## src/rtl/sd_spi_init_seq_if.sv

```systemverilog
// Handshake bundle between the SD init sequencer (master) and the SD command
// controller (slave): command launch, command fields and R1/R3/R7 responses.
interface sd_spi_init_seq_if;
  logic        ctrl_available;
  logic        ctrl_valid_status;
  logic [6:0]  ctrl_status;
  logic [31:0] ctrl_resp_ext;
  logic        ctrl_start;
  logic [5:0]  cmd;
  logic [31:0] cmd_arg;

  modport master (
    input  ctrl_available, ctrl_valid_status, ctrl_status, ctrl_resp_ext,
    output ctrl_start, cmd, cmd_arg
  );

  modport slave (
    output ctrl_available, ctrl_valid_status, ctrl_status, ctrl_resp_ext,
    input  ctrl_start, cmd, cmd_arg
  );
endinterface

```

## src/rtl/sd_spi_init_seq.sv

```systemverilog
// SPI-mode SD card init sequencer: dummy clocks, CMD0, CMD8, CMD55/ACMD41 loop,
// CMD58; detects v1 / v2-SC / v2-HC cards and reports a coded error on failure.
module sd_spi_init_seq #(
  parameter int unsigned       DUMMY_CLKS   = 80,
  parameter int unsigned       DIV_W        = 8,
  parameter logic [DIV_W-1:0]  SLOW_DIV     = DIV_W'(8'hFF),
  parameter logic [DIV_W-1:0]  FAST_DIV     = DIV_W'(8'h00),
  parameter int unsigned       CMD0_RETRY   = 8,
  parameter int unsigned       ACMD41_RETRY = 1000,
  parameter int unsigned       RETRY_W      = 10
) (
  input  logic                 clk,
  input  logic                 rst,
  input  logic                 init_req,
  input  logic                 sclk_fall,
  sd_spi_init_seq_if.master    ctrl,
  output logic                 cs,
  output logic                 en_clk,
  output logic [DIV_W-1:0]     div_clk,
  output logic                 done,
  output logic                 error,
  output logic [2:0]           err_code,
  output logic                 sdhc
);

  // Each wait state directly follows its command state in the encoding.
  typedef enum logic [3:0] {
    S_PWRUP    = 4'd0,
    S_CMD0     = 4'd1,
    S_CMD0_W   = 4'd2,
    S_CMD8     = 4'd3,
    S_CMD8_W   = 4'd4,
    S_CMD55    = 4'd5,
    S_CMD55_W  = 4'd6,
    S_ACMD41   = 4'd7,
    S_ACMD41_W = 4'd8,
    S_CMD58    = 4'd9,
    S_CMD58_W  = 4'd10,
    S_DONE     = 4'd11,
    S_ERROR    = 4'd12
  } state_e;

  localparam logic [7:0]         DUMMY_LIM  = 8'(DUMMY_CLKS);
  localparam logic [RETRY_W-1:0] CMD0_LIM   = RETRY_W'(CMD0_RETRY);
  localparam logic [RETRY_W-1:0] ACMD41_LIM = RETRY_W'(ACMD41_RETRY);

  state_e             state_q, state_d;
  logic [7:0]         dummy_q, dummy_d;
  logic [RETRY_W-1:0] retry_q, retry_d, retry_inc;
  logic               v2_q, v2_d;
  logic               cs_q, cs_d;
  logic [DIV_W-1:0]   div_q, div_d;
  logic               done_q, done_d;
  logic               error_q, error_d;
  logic [2:0]         err_code_q, err_code_d;
  logic               sdhc_q, sdhc_d;
  logic               start_q, start_d;
  logic [5:0]         cmd_q, cmd_d;
  logic [31:0]        arg_q, arg_d;

  logic unused_ext;
  assign unused_ext = ^{ctrl.ctrl_resp_ext[31], ctrl.ctrl_resp_ext[29:12]};

  assign retry_inc = retry_q + RETRY_W'(1);

  always_ff @(posedge clk) begin
    if (rst) begin
      state_q    <= S_PWRUP;
      dummy_q    <= '0;
      retry_q    <= '0;
      v2_q       <= 1'b0;
      cs_q       <= 1'b1;
      div_q      <= SLOW_DIV;
      done_q     <= 1'b0;
      error_q    <= 1'b0;
      err_code_q <= '0;
      sdhc_q     <= 1'b0;
      start_q    <= 1'b0;
      cmd_q      <= '0;
      arg_q      <= '0;
    end else begin
      state_q    <= state_d;
      dummy_q    <= dummy_d;
      retry_q    <= retry_d;
      v2_q       <= v2_d;
      cs_q       <= cs_d;
      div_q      <= div_d;
      done_q     <= done_d;
      error_q    <= error_d;
      err_code_q <= err_code_d;
      sdhc_q     <= sdhc_d;
      start_q    <= start_d;
      cmd_q      <= cmd_d;
      arg_q      <= arg_d;
    end
  end

  always_comb begin
    state_d    = state_q;
    dummy_d    = dummy_q;
    retry_d    = retry_q;
    v2_d       = v2_q;
    cs_d       = cs_q;
    div_d      = div_q;
    done_d     = done_q;
    error_d    = error_q;
    err_code_d = err_code_q;
    sdhc_d     = sdhc_q;
    start_d    = 1'b0;
    cmd_d      = cmd_q;
    arg_d      = arg_q;

    unique case (state_q)
      S_PWRUP: begin
        if (sclk_fall) begin
          dummy_d = dummy_q + 8'd1;
          if (dummy_d == DUMMY_LIM) begin
            state_d = S_CMD0;
            cs_d    = 1'b0;
          end
        end
      end
      S_CMD0, S_CMD8, S_CMD55, S_ACMD41, S_CMD58: begin
        if (ctrl.ctrl_available) begin
          start_d = 1'b1;
          state_d = state_e'(state_q + 4'd1);
        end
      end
      S_CMD0_W: begin
        if (ctrl.ctrl_valid_status) begin
          if (ctrl.ctrl_status == 7'h01) begin
            state_d = S_CMD8;
          end else begin
            retry_d = retry_inc;
            if (retry_inc == CMD0_LIM) begin
              state_d    = S_ERROR;
              err_code_d = 3'd1;
            end else begin
              state_d = S_CMD0;
            end
          end
        end
      end
      S_CMD8_W: begin
        if (ctrl.ctrl_valid_status) begin
          retry_d = '0;
          if (ctrl.ctrl_status[2]) begin
            v2_d    = 1'b0;
            state_d = S_CMD55;
          end else if (ctrl.ctrl_status == 7'h01 && ctrl.ctrl_resp_ext[11:0] == 12'h1AA) begin
            v2_d    = 1'b1;
            state_d = S_CMD55;
          end else begin
            state_d    = S_ERROR;
            err_code_d = 3'd2;
          end
        end
      end
      S_CMD55_W: begin
        if (ctrl.ctrl_valid_status) begin
          if (ctrl.ctrl_status[6:1] == 6'd0) begin
            state_d = S_ACMD41;
          end else begin
            state_d    = S_ERROR;
            err_code_d = 3'd3;
          end
        end
      end
      S_ACMD41_W: begin
        if (ctrl.ctrl_valid_status) begin
          if (ctrl.ctrl_status == 7'h00) begin
            if (v2_q) begin
              state_d = S_CMD58;
            end else begin
              state_d = S_DONE;
              sdhc_d  = 1'b0;
            end
          end else if (ctrl.ctrl_status == 7'h01) begin
            retry_d = retry_inc;
            if (retry_inc == ACMD41_LIM) begin
              state_d    = S_ERROR;
              err_code_d = 3'd4;
            end else begin
              state_d = S_CMD55;
            end
          end else begin
            state_d    = S_ERROR;
            err_code_d = 3'd3;
          end
        end
      end
      S_CMD58_W: begin
        if (ctrl.ctrl_valid_status) begin
          if (ctrl.ctrl_status == 7'h00) begin
            sdhc_d  = ctrl.ctrl_resp_ext[30];
            state_d = S_DONE;
          end else begin
            state_d    = S_ERROR;
            err_code_d = 3'd5;
          end
        end
      end
      S_DONE, S_ERROR: begin
        if (init_req) begin
          state_d    = S_PWRUP;
          dummy_d    = '0;
          retry_d    = '0;
          v2_d       = 1'b0;
          cs_d       = 1'b1;
          div_d      = SLOW_DIV;
          done_d     = 1'b0;
          error_d    = 1'b0;
          err_code_d = '0;
          sdhc_d     = 1'b0;
        end
      end
      default: state_d = S_PWRUP;
    endcase

    // Terminal-state outputs are applied once, on entry.
    if (state_d == S_DONE && state_q != S_DONE) begin
      done_d = 1'b1;
      cs_d   = 1'b0;
      div_d  = FAST_DIV;
    end
    if (state_d == S_ERROR && state_q != S_ERROR) begin
      error_d = 1'b1;
      cs_d    = 1'b1;
      div_d   = SLOW_DIV;
    end

    // Command fields are loaded on entry and held through the wait state.
    unique case (state_d)
      S_CMD0:   begin cmd_d = 6'd0;  arg_d = 32'h0000_0000; end
      S_CMD8:   begin cmd_d = 6'd8;  arg_d = 32'h0000_01AA; end
      S_CMD55:  begin cmd_d = 6'd55; arg_d = 32'h0000_0000; end
      S_ACMD41: begin cmd_d = 6'd41; arg_d = v2_q ? 32'h4000_0000 : 32'h0000_0000; end
      S_CMD58:  begin cmd_d = 6'd58; arg_d = 32'h0000_0000; end
      default: ;
    endcase
  end

  assign ctrl.ctrl_start = start_q;
  assign ctrl.cmd        = cmd_q;
  assign ctrl.cmd_arg    = arg_q;
  assign cs              = cs_q;
  assign en_clk          = 1'b1;
  assign div_clk         = div_q;
  assign done            = done_q;
  assign error           = error_q;
  assign err_code        = err_code_q;
  assign sdhc            = sdhc_q;

endmodule

```

## src/flat_wrapper.sv

```systemverilog
// flat-port wrapper written by rule: the top's interface ports become plain ports
module sd_spi_init_seq_flat 
#(
  parameter int unsigned       DUMMY_CLKS   = 80,
  parameter int unsigned       DIV_W        = 8,
  parameter logic [DIV_W-1:0]  SLOW_DIV     = DIV_W'(8'hFF),
  parameter logic [DIV_W-1:0]  FAST_DIV     = DIV_W'(8'h00),
  parameter int unsigned       CMD0_RETRY   = 8,
  parameter int unsigned       ACMD41_RETRY = 1000,
  parameter int unsigned       RETRY_W      = 10
)
  (clk, rst, init_req, sclk_fall, cs, en_clk, div_clk, done, error, err_code, sdhc, ctrl_ctrl_available, ctrl_ctrl_valid_status, ctrl_ctrl_status, ctrl_ctrl_resp_ext, ctrl_ctrl_start, ctrl_cmd, ctrl_cmd_arg);
  sd_spi_init_seq_if ctrl_i ();
  input  logic clk;
  input  logic rst;
  input  logic init_req;
  input  logic sclk_fall;
  output logic cs;
  output logic en_clk;
  output logic [DIV_W-1:0] div_clk;
  output logic done;
  output logic error;
  output logic [2:0] err_code;
  output logic sdhc;
  input wire logic [$bits(ctrl_i.ctrl_available)-1:0] ctrl_ctrl_available;
  input wire logic [$bits(ctrl_i.ctrl_valid_status)-1:0] ctrl_ctrl_valid_status;
  input wire logic [$bits(ctrl_i.ctrl_status)-1:0] ctrl_ctrl_status;
  input wire logic [$bits(ctrl_i.ctrl_resp_ext)-1:0] ctrl_ctrl_resp_ext;
  output wire logic [$bits(ctrl_i.ctrl_start)-1:0] ctrl_ctrl_start;
  output wire logic [$bits(ctrl_i.cmd)-1:0] ctrl_cmd;
  output wire logic [$bits(ctrl_i.cmd_arg)-1:0] ctrl_cmd_arg;
  assign ctrl_i.ctrl_available = ctrl_ctrl_available;
  assign ctrl_i.ctrl_valid_status = ctrl_ctrl_valid_status;
  assign ctrl_i.ctrl_status = ctrl_ctrl_status;
  assign ctrl_i.ctrl_resp_ext = ctrl_ctrl_resp_ext;
  assign ctrl_ctrl_start = ctrl_i.ctrl_start;
  assign ctrl_cmd = ctrl_i.cmd;
  assign ctrl_cmd_arg = ctrl_i.cmd_arg;
  sd_spi_init_seq #(.DUMMY_CLKS(DUMMY_CLKS), .DIV_W(DIV_W), .SLOW_DIV(SLOW_DIV), .FAST_DIV(FAST_DIV), .CMD0_RETRY(CMD0_RETRY), .ACMD41_RETRY(ACMD41_RETRY), .RETRY_W(RETRY_W)) u_core (.clk(clk), .rst(rst), .init_req(init_req), .sclk_fall(sclk_fall), .ctrl(ctrl_i), .cs(cs), .en_clk(en_clk), .div_clk(div_clk), .done(done), .error(error), .err_code(err_code), .sdhc(sdhc));
endmodule
```

## config.mk

```make
export PLATFORM = sky130hd
export DESIGN_NAME = sd_spi_init_seq_flat
export DESIGN_NICKNAME = d
export VERILOG_FILES = /design/src/rtl/sd_spi_init_seq_if.sv /design/src/rtl/sd_spi_init_seq.sv /design/src/flat_wrapper.sv
export SDC_FILE = /design/constraint.sdc
export NUM_CORES = 1
export LEC_CHECK = 0
export ABC_AREA = 1
export ABC_CLOCK_PERIOD_IN_PS = 1900
export CORE_MARGIN = 10
export CORE_UTILIZATION = 42
export DETAILED_ROUTE_END_ITERATION = 7
export GPL_ROUTABILITY_DRIVEN = 0
export PLACE_DENSITY = 0.79
export SLEW_MARGIN = 20
export SYNTH_ARGS = -nofsm -noshare
export SYNTH_HDL_FRONTEND = slang
export SYNTH_SLANG_ARGS = --single-unit
```

## constraint.sdc

```tcl
create_clock -name clk -period 1.9 [get_ports clk]
set_input_delay 0.57 -clock clk [delete_from_list [all_inputs] [get_ports clk]]
set_output_delay 0.57 -clock clk [all_outputs]
set_load 0.01 [all_outputs]
```

Word-level counts from Yosys, hierarchy flattened
Cells that the tools add are included.
{ "totals": {"register_bits": 77, "inputBits": 45} }
{ "op_classes": {"eq_ne": 49, "reduce_logical": 31, "bitwise_logic": 1, "add_sub_neg": 3, "n_mux": 73} }
{ "ops": {"columns": ["operator", "count"], "rows": [
  ["$pmux 32 s3", 1],
  ["$mux 10", 7],
  ["$mux 4", 17],
  ["$mux 3", 16],
  ["$mux 8", 5],
  ["$pmux 10 s4", 1],
  ["$eq 4x4->1 const B", 8],
  ["$pmux 4 s8", 1],
  ["$mux 31", 1],
  ["$pmux 6 s5", 1],
  ["$ne 2x2->1 const B", 14],
  ["$eq 4x3->1 const B", 6],
  ["$pmux 3 s6", 1],
  ["$mux 1", 17],
  ["$pmux 8 s2", 1],
  ["$reduce_and 15->1", 1],
  ["$eq 12x9->1 const B", 1],
  ["$eq 4x2->1 const B", 3],
  ["$reduce_bool 2->1", 6],
  ["$add 10x1->10 const B", 1],
  ["$eq 10x10->1 const B", 1],
  ["$eq 10x4->1 const B", 1],
  ["$ne 3x2->1 const B", 3],
  ["$reduce_bool 3->1", 3],
  ["other kinds (28)", 40]
]} }

Depth between registers and ports, before layout
{ "depth": {"depth_word": 11, "depth_mapped": 19, "mapped_depth_nobuf": 19} }

Worst setup path before layout
Ideal clock, no wire load.
{ "synth_path": {"path_type": "reg-to-reg", "startpoint": "reg u_core.state_q[0]", "endpoint": "reg u_core.cmd_q[3] (netlist: u_core.ctrl.cmd[3])", "t_arrival_ns": 1.944, "path_stages_with_launch": 17, "n_path_buf": 0, "slack_ns": -0.153, "setup_time_ns": 0.109, "cell_sequence": "dfxtp_1 inv_1 ha_1 nand3_1 nand2_4 nand2_2 inv_2 nor2_1 nand3_1 a21oi_1 nand2_2 a21oi_2 nand2_4 nand2_1 nand3_1 nand2_1 inv_1"} }
{ "synth_between": {"elab_chain_len": 5, "elab_cells_between_ends": 33} }
{ "synth_lines": {"columns": ["element", "line", "text"], "rows": [
  ["start, declared", "sd_spi_init_seq.sv:47", "state_e state_q, state_d;"],
  ["start signal, assigned", "sd_spi_init_seq.sv:82", "state_q <= state_d;"],
  ["$add 4x1->4 (tied with other cells)", "sd_spi_init_seq.sv:126", "state_d = state_e'(state_q + 4'd1);"],
  ["$mux 4 (tied with other cells)", "sd_spi_init_seq.sv:124", "if (ctrl.ctrl_available) begin"],
  ["$pmux 4 s8 (*)", "sd_spi_init_seq.sv:113", "unique case (state_q)"],
  ["$eq 4x4->1 (tied with other cells)", "sd_spi_init_seq.sv:233", "unique case (state_d)"],
  ["$pmux 6 s5 / $reduce_bool 5->1 (equally long branches)", null, null],
  ["end signal, assigned", "sd_spi_init_seq.sv:93", "cmd_q <= cmd_d;"],
  ["end, declared", "sd_spi_init_seq.sv:58", "logic [5:0] cmd_q, cmd_d;"]
]} }
Every way passes the cells marked *; elsewhere a longest branch is shown, timed or not.
A chain may end at the register's enable or synchronous reset.

Worst setup path after layout
{ "layout_path": {"startpoint": "reg u_core.retry_q[2]", "endpoint": "reg u_core.div_q[6] (netlist: u_core.div_clk[6])"} }
{ "layout_between": {"elab_chain_len": 11, "elab_cells_between_ends": 20} }
{ "layout_lines": {"columns": ["element", "line", "text"], "rows": [
  ["start, declared", "sd_spi_init_seq.sv:49", "logic [RETRY_W-1:0] retry_q, retry_d, retry_inc;"],
  ["start signal, assigned", "sd_spi_init_seq.sv:84", "retry_q <= retry_d;"],
  ["$add 10x1->10 (*)", "sd_spi_init_seq.sv:64", "assign retry_inc = retry_q + RETRY_W'(1);"],
  ["$eq 10x10->1", "sd_spi_init_seq.sv:180", "if (retry_inc == ACMD41_LIM) begin"],
  ["$mux 4", "sd_spi_init_seq.sv:180", null],
  ["$mux 4", "sd_spi_init_seq.sv:178", "end else if (ctrl.ctrl_status == 7'h01) begin"],
  ["$mux 4", "sd_spi_init_seq.sv:171", "if (ctrl.ctrl_status == 7'h00) begin"],
  ["$mux 4", "sd_spi_init_seq.sv:170", "if (ctrl.ctrl_valid_status) begin"],
  ["$pmux 4 s8 (*)", "sd_spi_init_seq.sv:113", null],
  ["$eq 4x4->1", "sd_spi_init_seq.sv:221", "if (state_d == S_DONE && state_q != S_DONE) begin"],
  ["$logic_and 1x1->1", "sd_spi_init_seq.sv:221", null],
  ["$reduce_bool 2->1 (no source line)", null, null],
  ["$reduce_and 2->1 (no source line)", null, null],
  ["end signal, assigned", "sd_spi_init_seq.sv:87", "div_q <= div_d;"],
  ["end, declared", "sd_spi_init_seq.sv:52", "logic [DIV_W-1:0] div_q, div_d;"]
]} }
Marks and branches as above.

==> results.py <==
metrics = {
    "outcome": {
        "status": "finished with violations",
        "violations": "negative setup slack",
    },
    "setup_path": {
        "crit_start": "u_core.retry_q[2]$_SDFFE_PP0P_",
        "criticalPathCategory": "flip-flop to flip-flop",
        "cp-start-kind": "flip-flop",
        "ff2ff_setup_slack_ns": -0.49,
        "crit_path_end_kind": "flip-flop",
        "r2r-start": "u_core.retry_q[2]$_SDFFE_PP0P_",
        "critical_path_required_ns": 2.09,
        "arrival_ns": 2.58,
        "cp_max_fo": 3,
    },
    "place": {
        "hpwl_mm": 7.388,
        "portBuffers": 53,
    },
    "drt": {
        "viasPerCell": 5.473,
        "wl_mm": 12.90,
        "num_vias": 3984,
        "drc_errors": 0,
        "firstDrtPassIters": 6,
        "drtAntennaViolNets": 0,
        "post_drt_wl_per_cell_um": 17.72,
        "drtIter0Drc": 362,
    },
    "finish": {
        "layout-drive-gt1-share_pct": 42.72,
        "regArea_um2": 809.5,
        "post-route-util_pct": 72.55,
        "multi_input_area_mm2": 0.002318,
        "syn_to_final_growth_pct": 64.88,
        "fin_nets": 682,
        "diodes": 0,
        "fillers": 479,
    },
    "synth": {
        "netlist_instances": 479,
        "synth-compound-area-share_pct": 15.07,
        "syn_area_per_cell_um2": 6.345,
        "synth_top_family_by_area": "simple AND/OR/NAND/NOR gates",
        "ys_ff_latch": 39,
        "synth_ff_type": "dfxtp_1",
        "ys_types": 34,
        "synth_most_common_cell": "nand2_1",
        "synthTopCellsByArea": "dfxtp_1 (26%), nand2_1 (11%), buf_4 (9.6%), nand3_1 (7.9%), inv_1 (7.5%)",
        "async_reset_ff_share_pct": 0,
        "yosys-top-cells-count": "nand2_1 (90), inv_1 (61), nor2_1 (55)",
        "synth_simple_gate_area_share_pct": 36.64,
        "yosysWarningCount": 0,
        "post-synth-top-area-cell": "dfxtp_1",
        "synthXorXnorAreaFrac_pct": 1.153,
        "synthesis.area_mm2": 0.003039,
        "synthMuxAreaShare_pct": 0,
        "seq_area_frac_synth_pct": 25.69,
        "synth-edff-count": 0,
        "synthAdderAreaFrac_pct": 2.470,
        "synth_top_area_share_pct": 25.69,
    },
    "clock_network": {
        "hold_buffers": 0,
        "h-tree-depth": 2,
        "cts_tree": "yes",
        "clock-root-buffer": "clkbuf_8",
        "clk_latency_ns": 0.31,
        "clock_path_buffers": 2,
        "cts_inserted_buffers": 5,
        "clock-sinks": 39,
        "clk_pin_slew_ns": 0.09,
    },
    "global_routing": {
        "grt_pass1_vias": 3747,
        "antenna_found_initial": 0,
        "grtUsageTotal_pct": 18.07,
        "grt_max_degree": 30,
        "grt-ovfl-total": 0,
        "grt_pass1_wl_mm": 16.97,
    },
    "sta": {
        "rsz0062_at_grt": "true",
        "fin_skew_ns": 0.003506,
        "slew_violations": 0,
        "fin_ws_ns": -0.4920,
        "hold_viol": 0,
        "fin_crit_sh_pct": 125.9,
        "final-setup-viol-count": 35,
        "max_freq_mhz": 418.1,
        "period_minus_slack_ns": 2.392,
    },
    "floorplan": {
        "ios": 100,
        "rows": 30,
        "start_util_pct": 44.00,
        "core-area_mm2": 0.006907,
        "fp.dieH_um": 105.1,
        "die_x_um": 105.1,
        "die-area_mm2": 0.01104,
    },
    "power": {
        "total_power_w": 0.001775,
        "power_density_mw_per_mm2": 354.2,
        "vdd.ir_drop.worst_mv": 0.2361,
        "leakage_nw": 2.236,
    },
    "job": {
        "maxCapViolations": 0,
    },
    "min_path": {
        "min_path_type": "flip-flop to flip-flop",
        "hold_start": "u_core.err_code[2]$_SDFFE_PP0P_",
    },
}
==> stage by stage <==
stage | cells | area [µm²] | setup TNS, ns | setup slack, ns | hold WS (ns)
2_1_floorplan | 504 | 3214 | -0.01290 | -0.01124 | 0.4440
3_3_place_gp | 693 | 4188 | -15.30 | -0.5979 | 0.4384
3_5_place_dp | 693 | 4188 | -17.62 | -0.6762 | 0.4431
4_1_cts | 716 | 4667 | -1.739 | -0.1796 | 0.4551
5_1_grt | 728 | 5011 | -10.51 | -0.5813 | 0.4826
6_report | 728 | 5011 | -7.463 | -0.4920 | 0.4576
==> state kept, by name, summed over array words and instances (netlist names) <==
register,flops
u_core.cs,1
u_core.ctrl.cmd,5
u_core.ctrl.cmd_arg,2
u_core.ctrl.ctrl_start,1
u_core.div_clk,1
u_core.done,1
u_core.dummy_q,8
u_core.err_code,3
u_core.error,1
u_core.retry_q,10
u_core.sdhc,1
u_core.state_q,4
u_core.v2_q,1
==> where the power goes <==
part / leakage [nW] / internal [W] / switching, W / total (W)
Clock: 0.0581 / 0.000392 / 0.000346 / 0.000737
Sequential: 0.321 / 0.000815 / 0.00000533 / 0.000821
Combinational: 1.86 / 0.0000895 / 0.000127 / 0.000217
Total: 2.24 / 0.00130 / 0.000479 / 0.00178
==> final cells by class <==
type	instances	area share, %
Clock inverter	3	0.8739
Inverter	68	5.343
Sequential cell	39	16.15
Clock buffer	5	1.373
Tap cell	96	2.397
Multi-Input combinational cell	354	46.27
Timing Repair Buffer	163	27.59
==> worst paths after layout <==
path / endpoint / cells past startpoint
hold reg to reg: u_core.err_code[2]$_SDFFE_PP0P_ / 2
hold / removal: u_core.err_code[2]$_SDFFE_PP0P_ / 2
setup reg to reg: u_core.div_clk[6]$_SDFFE_PP1P_ / 15
setup / recovery: u_core.div_clk[6]$_SDFFE_PP1P_ / 15
==> cell families (layout without fill, tap and decap cells) <==
group | Yosys count | in the layout
buf+inv | 112 | 239
fa+ha+maj | 6 | 6
compound gates | 78 | 78
simple gates | 238 | 239
flops | 39 | 39
other cells | 2 | 27
xor+xnor | 4 | 4
==> critical path: stages (launching register included) <==
cell and delay, ns:
dfxtp_2 0.37, buf_4 0.15, nand2_1 0.07, nor2_2 0.12
nand3_1 0.09, nand2_1 0.12, nand3_1 0.15, nor2_1 0.16
nand2_1 0.13, nand3_2 0.13, nand2_2 0.13, a21oi_4 0.25
buf_4 0.16, nand2_2 0.06, nor2_4 0.11, o21ai_1 0.09
==> layout by cell type (no fill, tap or decap), types with 15 or more instances in the layout <==
cell type,count
inv_2,16
buf_4,95
a21oi_1,25
dfxtp_1,26
nand2_2,18
inv_1,49
nand2_1,72
nand3_1,25
conb_1,27
clkdlybuf4s50_1,32
nor2_1,40
nor2_4,15
nand3_2,20
==> metal layers <==
layer	wire (µm)	part of all wire (%)	vias up	GRT usage, %
li1	-	-	1800	-
met5	0	0	-	0
met1	4588	36	1822	18.57
met3	1091	8.5	89	4.853
met4	822	6.4	0	8.039
met2	6398	50	273	33.36
==> what timing repair did <==
item / CTS / global route
pin swaps: 33 / 37
resized for setup: 102 / 78
gates cloned: 2 / 0
endpoints found under the setup margin: 44 / 47
buffers inserted: 13 / 12
Note: power is estimated with default switching activity, not from simulation.
